[src/rtl/alu_result_stage.sv]
// Result/status stage behind the 16-bit ALU adder: FWFT FIFO, sticky status, push counter.
// Optional flag-consistency check enabled by defining ALU_RESULT_FLAG_CHECK_EN.
module alu_result_stage #(
  parameter int WIDTH = 16,
  parameter int DEPTH = 4,
  parameter int CNTW  = 16
) (
  input  logic             clk,
  input  logic             rst_n,
  input  logic             in_valid,
  output logic             in_ready,
  input  logic [WIDTH-1:0] Z,
  input  logic             Sign,
  input  logic             Zero,
  input  logic             Carry,
  input  logic             Parity,
  input  logic             Overflow,
  output logic             out_valid,
  input  logic             out_ready,
  output logic [WIDTH-1:0] out_z,
  output logic [4:0]       out_flags,
  input  logic             clr_sticky,
  output logic             sticky_carry,
  output logic             sticky_ovf,
  output logic [CNTW-1:0]  result_count,
  output logic             flag_err
);
  localparam int AW = $clog2(DEPTH);

  logic [WIDTH-1:0] r_mem_z [DEPTH];
  logic [4:0]       r_mem_f [DEPTH];
  logic [AW-1:0]    r_wptr;
  logic [AW-1:0]    r_rptr;
  logic [AW:0]      r_occ;
  logic             r_sc;
  logic             r_so;
  logic [CNTW-1:0]  r_cnt;
  logic             w_push;
  logic             w_pop;
  logic             w_full;
  logic             w_empty;

  assign w_full    = (r_occ == (AW+1)'(DEPTH));
  assign w_empty   = (r_occ == '0);
  assign in_ready  = ~w_full;
  assign out_valid = ~w_empty;
  assign w_push    = in_valid & ~w_full;
  assign w_pop     = ~w_empty & out_ready;

  // Empty FIFO presents zeros rather than stale storage.
  assign out_z     = w_empty ? '0 : r_mem_z[r_rptr];
  assign out_flags = w_empty ? '0 : r_mem_f[r_rptr];

  assign sticky_carry = r_sc;
  assign sticky_ovf   = r_so;
  assign result_count = r_cnt;

  always_ff @(posedge clk or negedge rst_n) begin
    if (!rst_n) begin
      for (int i = 0; i < DEPTH; i++) begin
        r_mem_z[i] <= '0;
        r_mem_f[i] <= '0;
      end
    end else if (w_push) begin
      r_mem_z[r_wptr] <= Z;
      r_mem_f[r_wptr] <= {Overflow, Parity, Carry, Zero, Sign};
    end
  end

  always_ff @(posedge clk or negedge rst_n) begin
    if (!rst_n) begin
      r_wptr <= '0;
      r_rptr <= '0;
      r_occ  <= '0;
    end else begin
      if (w_push) r_wptr <= r_wptr + AW'(1);
      if (w_pop)  r_rptr <= r_rptr + AW'(1);
      unique case ({w_push, w_pop})
        2'b10:   r_occ <= r_occ + (AW+1)'(1);
        2'b01:   r_occ <= r_occ - (AW+1)'(1);
        default: r_occ <= r_occ;
      endcase
    end
  end

  always_ff @(posedge clk or negedge rst_n) begin
    if (!rst_n) begin
      r_sc  <= 1'b0;
      r_so  <= 1'b0;
      r_cnt <= '0;
    end else begin
      r_sc <= (clr_sticky ? 1'b0 : r_sc) | (w_push & Carry);
      r_so <= (clr_sticky ? 1'b0 : r_so) | (w_push & Overflow);
      if (w_push) r_cnt <= r_cnt + CNTW'(1);
    end
  end

`ifdef ALU_RESULT_FLAG_CHECK_EN
  logic r_err;
  logic w_bad;

  assign w_bad = (Sign   != Z[WIDTH-1]) |
                 (Zero   != ~|Z) |
                 (Parity != ~^Z);

  always_ff @(posedge clk or negedge rst_n) begin
    if (!rst_n) r_err <= 1'b0;
    else if (w_push & w_bad) r_err <= 1'b1;
  end

  assign flag_err = r_err;
`else
  assign flag_err = 1'b0;
`endif

endmodule

[config.mk]
export PLATFORM = sky130hd
export DESIGN_NAME = alu_result_stage
export DESIGN_NICKNAME = d
export VERILOG_FILES = /design/src/rtl/alu_result_stage.sv
export SDC_FILE = /design/constraint.sdc
export NUM_CORES = 1
export LEC_CHECK = 0
export CORE_UTILIZATION = 55
export DETAILED_ROUTE_END_ITERATION = 16
export GPL_TIMING_DRIVEN = 0
export PLACE_DENSITY = 0.91
export RECOVER_POWER = 25
export REMOVE_ABC_BUFFERS = 1
export SLEW_MARGIN = 30
export SYNTH_ARGS = -nofsm -noshare
export SYNTH_HDL_FRONTEND = slang
export SYNTH_SLANG_ARGS = --single-unit
[constraint.sdc]
create_clock -name clk -period 2.9 [get_ports clk]
set_input_delay 0.29 -clock clk [delete_from_list [all_inputs] [get_ports clk]]
set_output_delay 0.29 -clock clk [all_outputs]
set_load 0.03 [all_outputs]
## Word-level counts from Yosys, hierarchy flattened

Cells that the tools add are included.
Widths: inputs -> output; s select.

| cells by class | value |
|---|---|
| $add $sub $neg | 5 |
| order comparisons | 3 |
| eq/ne operators | 3 |
| muxes and demuxes | 17 |
| bitwise gates (word level) | 10 |
| reduce and logical (&&, ||, !) cells | 3 |

Operators by type and width:

| operator | count |
|---|---|
| $bwmux 64 | 1 |
| $mux 16 | 4 |
| $bmux 16 s2 | 1 |
| $demux 16 s2 | 1 |
| $bwmux 20 | 1 |
| $mux 5 | 4 |
| $add 16x1->16 const B | 1 |
| $bmux 5 s2 | 1 |
| $demux 5 s2 | 1 |
| $ge 3x3->1 const B | 2 |
| $not 2->3 | 2 |
| $pmux 3 s2 | 1 |
| $add 2x1->2 const B | 2 |
| $and 1x1->1 | 4 |
| $add 3x1->3 const B | 1 |
| $eq 3x3->1 const B | 1 |
| $logic_not 3->1 | 1 |
| $lt 3x1->1 const B | 1 |
| $sub 3x1->3 const B | 1 |
| $eq 2x1->1 const B | 1 |
| $eq 2x2->1 const B | 1 |
| $mux 1 | 2 |
| $not 1->1 | 2 |
| $or 1x1->1 | 2 |
| other kinds (2) | 2 |

| word-level totals | value |
|---|---|
| register bits after elaboration | 109 |
| input bits | 26 |
| output and inout bits | 42 |
| logic and storage cells | 55 |

## Depth between registers and ports, before layout

Gate-level depths: netlist of run 1.

| depth | value |
|---|---|
| depth after elaboration | 6 |
| mapped depth | 11 |
| gate-level depth less buffers | 9 |

## Worst setup path after synthesis of run 1

Ideal clock, no wire load.

| path | value |
|---|---|
| path type | register to register |
| start | register r_occ[0] |
| end | register r_occ[2] |
| library setup time | 0.079 ns |
| data arrival time | 2.278 ns |
| data required time | 2.821 ns |
| path slack | 0.543 ns |
| cell stages (with the launch flop) | 12 |
| buffers on the path | 2 |
| period minus slack after synthesis | 2.357 ns |
| cell sequence | dfrtp_1 -> or3b_1 -> buf_6 -> and2_4 -> buf_12 -> inv_1 -> ha_1 -> inv_1 -> fa_1 -> xor2_1 -> nor2_1 -> xor2_1 |

| on the way | value |
|---|---|
| cells in the longest elaborated chain, start to end | 5 |
| elaborated cells between the ends (all ways) | 12 |
| classes of those cells | add/sub: 2; eq/ne: 3; mux: 1; bitwise: 4; reduce/logical: 2 |

Ends and longest elaborated chain:

| element | line | source |
|---|---|---|
| start, declared | 34 | `logic [AW:0] r_occ;` |
| start signal, assigned | 79 | `2'b10: r_occ <= r_occ + (AW+1)'(1);` |
| start signal, assigned | 80 | `2'b01: r_occ <= r_occ - (AW+1)'(1);` |
| start signal, assigned | 81 | `default: r_occ <= r_occ;` |
| $eq 3x3->1 * | 43 | `assign w_full = (r_occ == (AW+1)'(DEPTH));` |
| $not 1->1 * | -- |  |
| via in_ready | 11 | `output logic in_ready,` |
| $and 1x1->1 * | 47 | `assign w_push = in_valid & ~w_full;` |
| $eq 2x1->1 / $eq 2x2->1 (equally long branches) | 78 | `unique case ({w_push, w_pop})` |
| $pmux 3 s2 / $reduce_bool 2->1 (equally long branches) | -- |  |

Mark *: on every way through the listed nets, which the timed path passes. The rest lies on a longest branch.
A chain may end at the register's enable or synchronous reset.

## Worst setup path in the final report of run 1

| path | value |
|---|---|
| start | register r_rptr[0] |
| end | output out_z[5] |

| on the way | value |
|---|---|
| cells in the longest elaborated chain, start to end | 5 |

Ends and longest elaborated chain:

| element | line | source |
|---|---|---|
| start, declared | 33 | `logic [AW-1:0] r_rptr;` |
| start signal, assigned | 77 | `if (w_pop) r_rptr <= r_rptr + AW'(1);` |
| $not 2->3 (implied by the code) | 51 | `assign out_z = w_empty ? '0 : r_mem_z[r_rptr];` |
| $bmux 16 s2 | 51 |  |
| $mux 16 (implied by the code) (2 in series) | 51 |  |
| $mux 16 | 51 |  |
| end, declared | 20 | `output logic [WIDTH-1:0] out_z,` |

No other way between the ends. The select of a mux whose other input is x is not followed.

==> results.py, run 1 <==
metrics = {
    "global_routing": {
        "grt_max_degree": 65,
        "globalRouteTotalUtil_pct": 22.4,
        "grt-ovfl-total": 0,
        "vias_in_the_first_global_route": 3169,
        "antenna_violations_before_repair": 0,
        "grt_pass1_wl_um": 16500,
    },
    "sta": {
        "report.final.hold_viol_count": 0,
        "grt_setup_unrepaired": "false",
        "slew_violations": 65,
        "setup_violations": 0,
        "max-slew-margin-rel_pct": -3.47,
        "fin_crit_ps": 2720,
        "hold_slack_ps": 497,
        "max_freq_mhz": 368,
        "skew_ps": 13.9,
        "tightest_slew_ps": 1550,
        "timing.final.crit_share_pct": 93.8,
    },
    "drt": {
        "drc_errors": 0,
        "via_per_inst": 5.58,
        "route.vias.total": 2862,
        "wl_per_cell_um": 19.0,
        "drt_pass1_iterations": 5,
        "drt_wl_total_um": 9760,
        "first_iter_violations": 118,
        "drt.antenna.violating_nets": 0,
    },
    "pwr": {
        "power.density_cell_area_nw_per_um2": 1260,
        "power_switching_share_pct": 36.5,
        "total_power_mw": 7.67,
        "power_switching_mw": 2.80,
        "power.leakage_nw": 2.73,
        "vdd_drop_max_mv": 0.629,
        "comb_power_share_pct": 51.6,
        "power.clock.fraction_pct": 12.8,
        "seq_power_share_pct": 35.7,
        "intPower_mw": 4.86,
    },
    "final_layout": {
        "n_fill_cell": 655,
        "antenna_cells": 0,
        "post_route_cells_drive_above_1_share_pct": 33.3,
        "final_cell_count_no_fill": 513,
        "finalNetCount": 430,
        "flow.area_growth_from_synthesis_pct": 16.5,
    },
    "logic_synthesis": {
        "post_synthesis_instance_total": 335,
        "synth_warnings": 0,
        "syn-mean-instance-area_sq_um": 15.6,
        "synth-edff-count": 0,
        "fraction_of_synthesis_flops_using_an_asynchronous_set_or_reset_pin_pct": 100,
        "ys_seq_elements": 109,
        "synth_seq_area_share_pct": 52.3,
        "prevailing_post_synth_register_cell": "sky130_fd_sc_hd__dfrtp_1",
        "synth.lib_cells_used.distinct": 32,
        "syn_area_sq_um": 5210,
    },
    "clocking": {
        "cts_resized": 0,
        "worst_setup_hold_path_clk_slew_ps": 110,
        "cts_buffer_depth": 2,
        "clock_net_sink_count": 109,
        "clock-root-buffer": "sky130_fd_sc_hd__clkbuf_8",
        "cts-htree-levels": 3,
        "cts-buffers-inserted": 9,
        "tritoncts_clock_tree": "built",
        "worstSkewPairLatency_ps": 390,
    },
    "worst_setup_path": {
        "worst-endpoint-required_ps": 2610,
        "timing.setup.critical_path_class": "reg -> out",
        "worst_path_max_delay_cell": "sky130_fd_sc_hd__clkdlybuf4s50_1",
        "critical_path.startpoint_type": "flop",
        "timing.reg2reg.setup_slack_ps": 450,
        "critical_path.n_buffers_inverters": 2,
        "largest_stage_delay_on_the_critical_path_ps": 620,
        "critPathTopFamily": "buffers and inverters",
        "crit_arrival_ps": 2430,
        "setup.worst_path.start": "r_rptr[0]$_DFFE_PN0P_",
        "path_cells": "buf_12, mux4_2, and2_1, clkdlybuf4s50_1",
        "setup.worst_path.end_class": "output pin",
        "critPathMaxFanout": 16,
        "regToRegStartpoint": "r_occ[0]$_DFFE_PN0P_",
    },
    "outcome": {
        "violations": "capacitance limit, slew limit",
        "outcome": "finished, violations left",
    },
    "placed_design": {
        "gp_congestion": 0.741,
        "io_buffer_count": 66,
        "detailedPlacementHpwl_um": 6120,
        "place.detailed.instances": 496,
    },
    "floorplan": {
        "fp.dieW_um": 99.4,
        "die-height_um": 99.4,
        "coreArea_sq_um": 9200,
        "start_util_pct": 56.7,
        "row_count": 35,
        "full_die_area_sq_um": 9870,
        "num_io_pins": 68,
    },
    "job": {
        "drv_cap": 1,
    },
    "min_path": {
        "holdCritStartpoint": "result_count[15]$_DFFE_PN0P_",
        "hp-class": "reg -> reg",
    },
}
cells in the final DEF, fill, tap and decap left out, types with 2 or more instances in the layout:
cell and n:
sky130_fd_sc_hd__and2_1 22, sky130_fd_sc_hd__and3_1 4, sky130_fd_sc_hd__and4_1 2, sky130_fd_sc_hd__clkbuf_8 10, sky130_fd_sc_hd__clkdlybuf4s50_1 65, sky130_fd_sc_hd__dfrtp_1 107, sky130_fd_sc_hd__dfrtp_2 2, sky130_fd_sc_hd__ha_1 6
sky130_fd_sc_hd__inv_1 9, sky130_fd_sc_hd__inv_6 4, sky130_fd_sc_hd__mux2_2 44, sky130_fd_sc_hd__mux2_4 40, sky130_fd_sc_hd__mux4_2 21, sky130_fd_sc_hd__nand2_1 12, sky130_fd_sc_hd__nand2_2 2, sky130_fd_sc_hd__nand2_8 2
sky130_fd_sc_hd__nand3_1 3, sky130_fd_sc_hd__nand4_1 4, sky130_fd_sc_hd__nor2_1 4, sky130_fd_sc_hd__o21ai_0 3, sky130_fd_sc_hd__xnor2_1 13, sky130_fd_sc_hd__xor2_1 8
cells by family after synthesis:
kind of cell | share of synthesized area (%)
buffers and inverters | 4.34
xor gates and xnor gates | 3.53
other | 0.0719
AOI/OAI and AO/OA | 0.288
and+or+nand+nor | 7.34
muxes | 30.3
DFF | 52.3
adders and majority gates | 1.82
metal layers:
metal | vias up | track usage (%) | part of all wire [%]
met5 | - | 0 | 0
met4 | 0 | 10.5 | 2.3
met3 | 17 | 4.08 | 3.5
met2 | 58 | 36.2 | 50
met1 | 1485 | 29.7 | 44
li1 | 1302 | - | -
sequential cells by signal, summed over array words and instances, names as in the netlist:
signal	flops
sticky_carry	1
r_mem_z	64
r_occ	3
r_rptr	2
sticky_ovf	1
r_mem_f	20
result_count	16
r_wptr	2
Yosys cell counts, types with 3 or more instances:
master                     instances  area, sq um
sky130_fd_sc_hd__xnor2_1          13          114
sky130_fd_sc_hd__nor2_1            4         15.0
sky130_fd_sc_hd__mux2_4           40          601
sky130_fd_sc_hd__nand2_1          14         52.6
sky130_fd_sc_hd__mux2_2           44          495
sky130_fd_sc_hd__buf_6             5         56.3
sky130_fd_sc_hd__nand4_1           4         25.0
sky130_fd_sc_hd__and2_1           22          138
sky130_fd_sc_hd__dfrtp_1         109         2730
sky130_fd_sc_hd__ha_1              6         75.1
sky130_fd_sc_hd__and3_1            4         25.0
sky130_fd_sc_hd__nand3_1           3         15.0
sky130_fd_sc_hd__clkbuf_1          4         15.0
sky130_fd_sc_hd__o21ai_0           3         15.0
sky130_fd_sc_hd__inv_1             9         33.8
sky130_fd_sc_hd__mux4_2           21          473
sky130_fd_sc_hd__buf_12            5          100
sky130_fd_sc_hd__xor2_1            8         70.1
power by group through the flow:
stage | Sequential [mW] | Combinational (mW) | Clock [mW]
4_1_cts | 2.72 | 4.00 | 1.00
6_report | 2.74 | 3.95 | 0.978
3_5_place_dp | 2.75 | 3.97 | 0
5_1_grt | 2.83 | 4.22 | 1.07
2_1_floorplan | 2.71 | 2.68 | 0
3_3_place_gp | 2.74 | 3.79 | 0
stage by stage:
step | area [sq um] | worst slack (ps) | setup TNS, ps | util, %
after floorplan | 5020 | 493 | 0 | -
after global placement | 5820 | -2230 | -245750 | 63.3
after detailed placement | 5870 | 466 | 0 | 63.8
after CTS | 6090 | 131 | 0 | 66.2
after global routing | 6070 | 46.3 | 0 | 66.0
final | 6070 | 181 | 0 | 66.0
layout make-up:
type | instances | area (sq um) | share of cell area [%]
clock buffers | 10 | 138 | 2.27
repair buffers | 69 | 693 | 11.4
multi-input cells | 199 | 2260 | 37.3
clock inverters | 6 | 73.8 | 1.22
flip-flops and latches | 109 | 2730 | 45.0
inverters | 9 | 33.8 | 0.556
well taps | 111 | 139 | 2.29
worst paths after layout:
| kind | end | cells past startpoint |
|---|---|---|
| min in group asynchronous | result_count[6]$_DFFE_PN0P_ | 2 |
| worst max-delay path | out_z[5] | 4 |
| worst max register to register | r_occ[2]$_DFFE_PN0P_ | 9 |
| worst min-delay path | result_count[15]$_DFFE_PN0P_ | 1 |
| worst min register to register | result_count[15]$_DFFE_PN0P_ | 1 |
| max in group asynchronous | r_rptr[0]$_DFFE_PN0P_ | 3 |
what timing repair did:
action / in CTS / in global routing
endpoints found under the hold margin: 63 / 0
buffers inserted: 0 / 0
hold buffers: 1 / 0
Note: power is estimated with default switching activity, not from simulation.
==> inputs of run 2 (changes only) <==
HOLD_SLACK_MARGIN = 0.02   (was default)
SKIP_LAST_GASP = 1   (was default)
==> results of run 2 <==
Same layout as run 1: the final DEF is identical, and so are final timing and power.
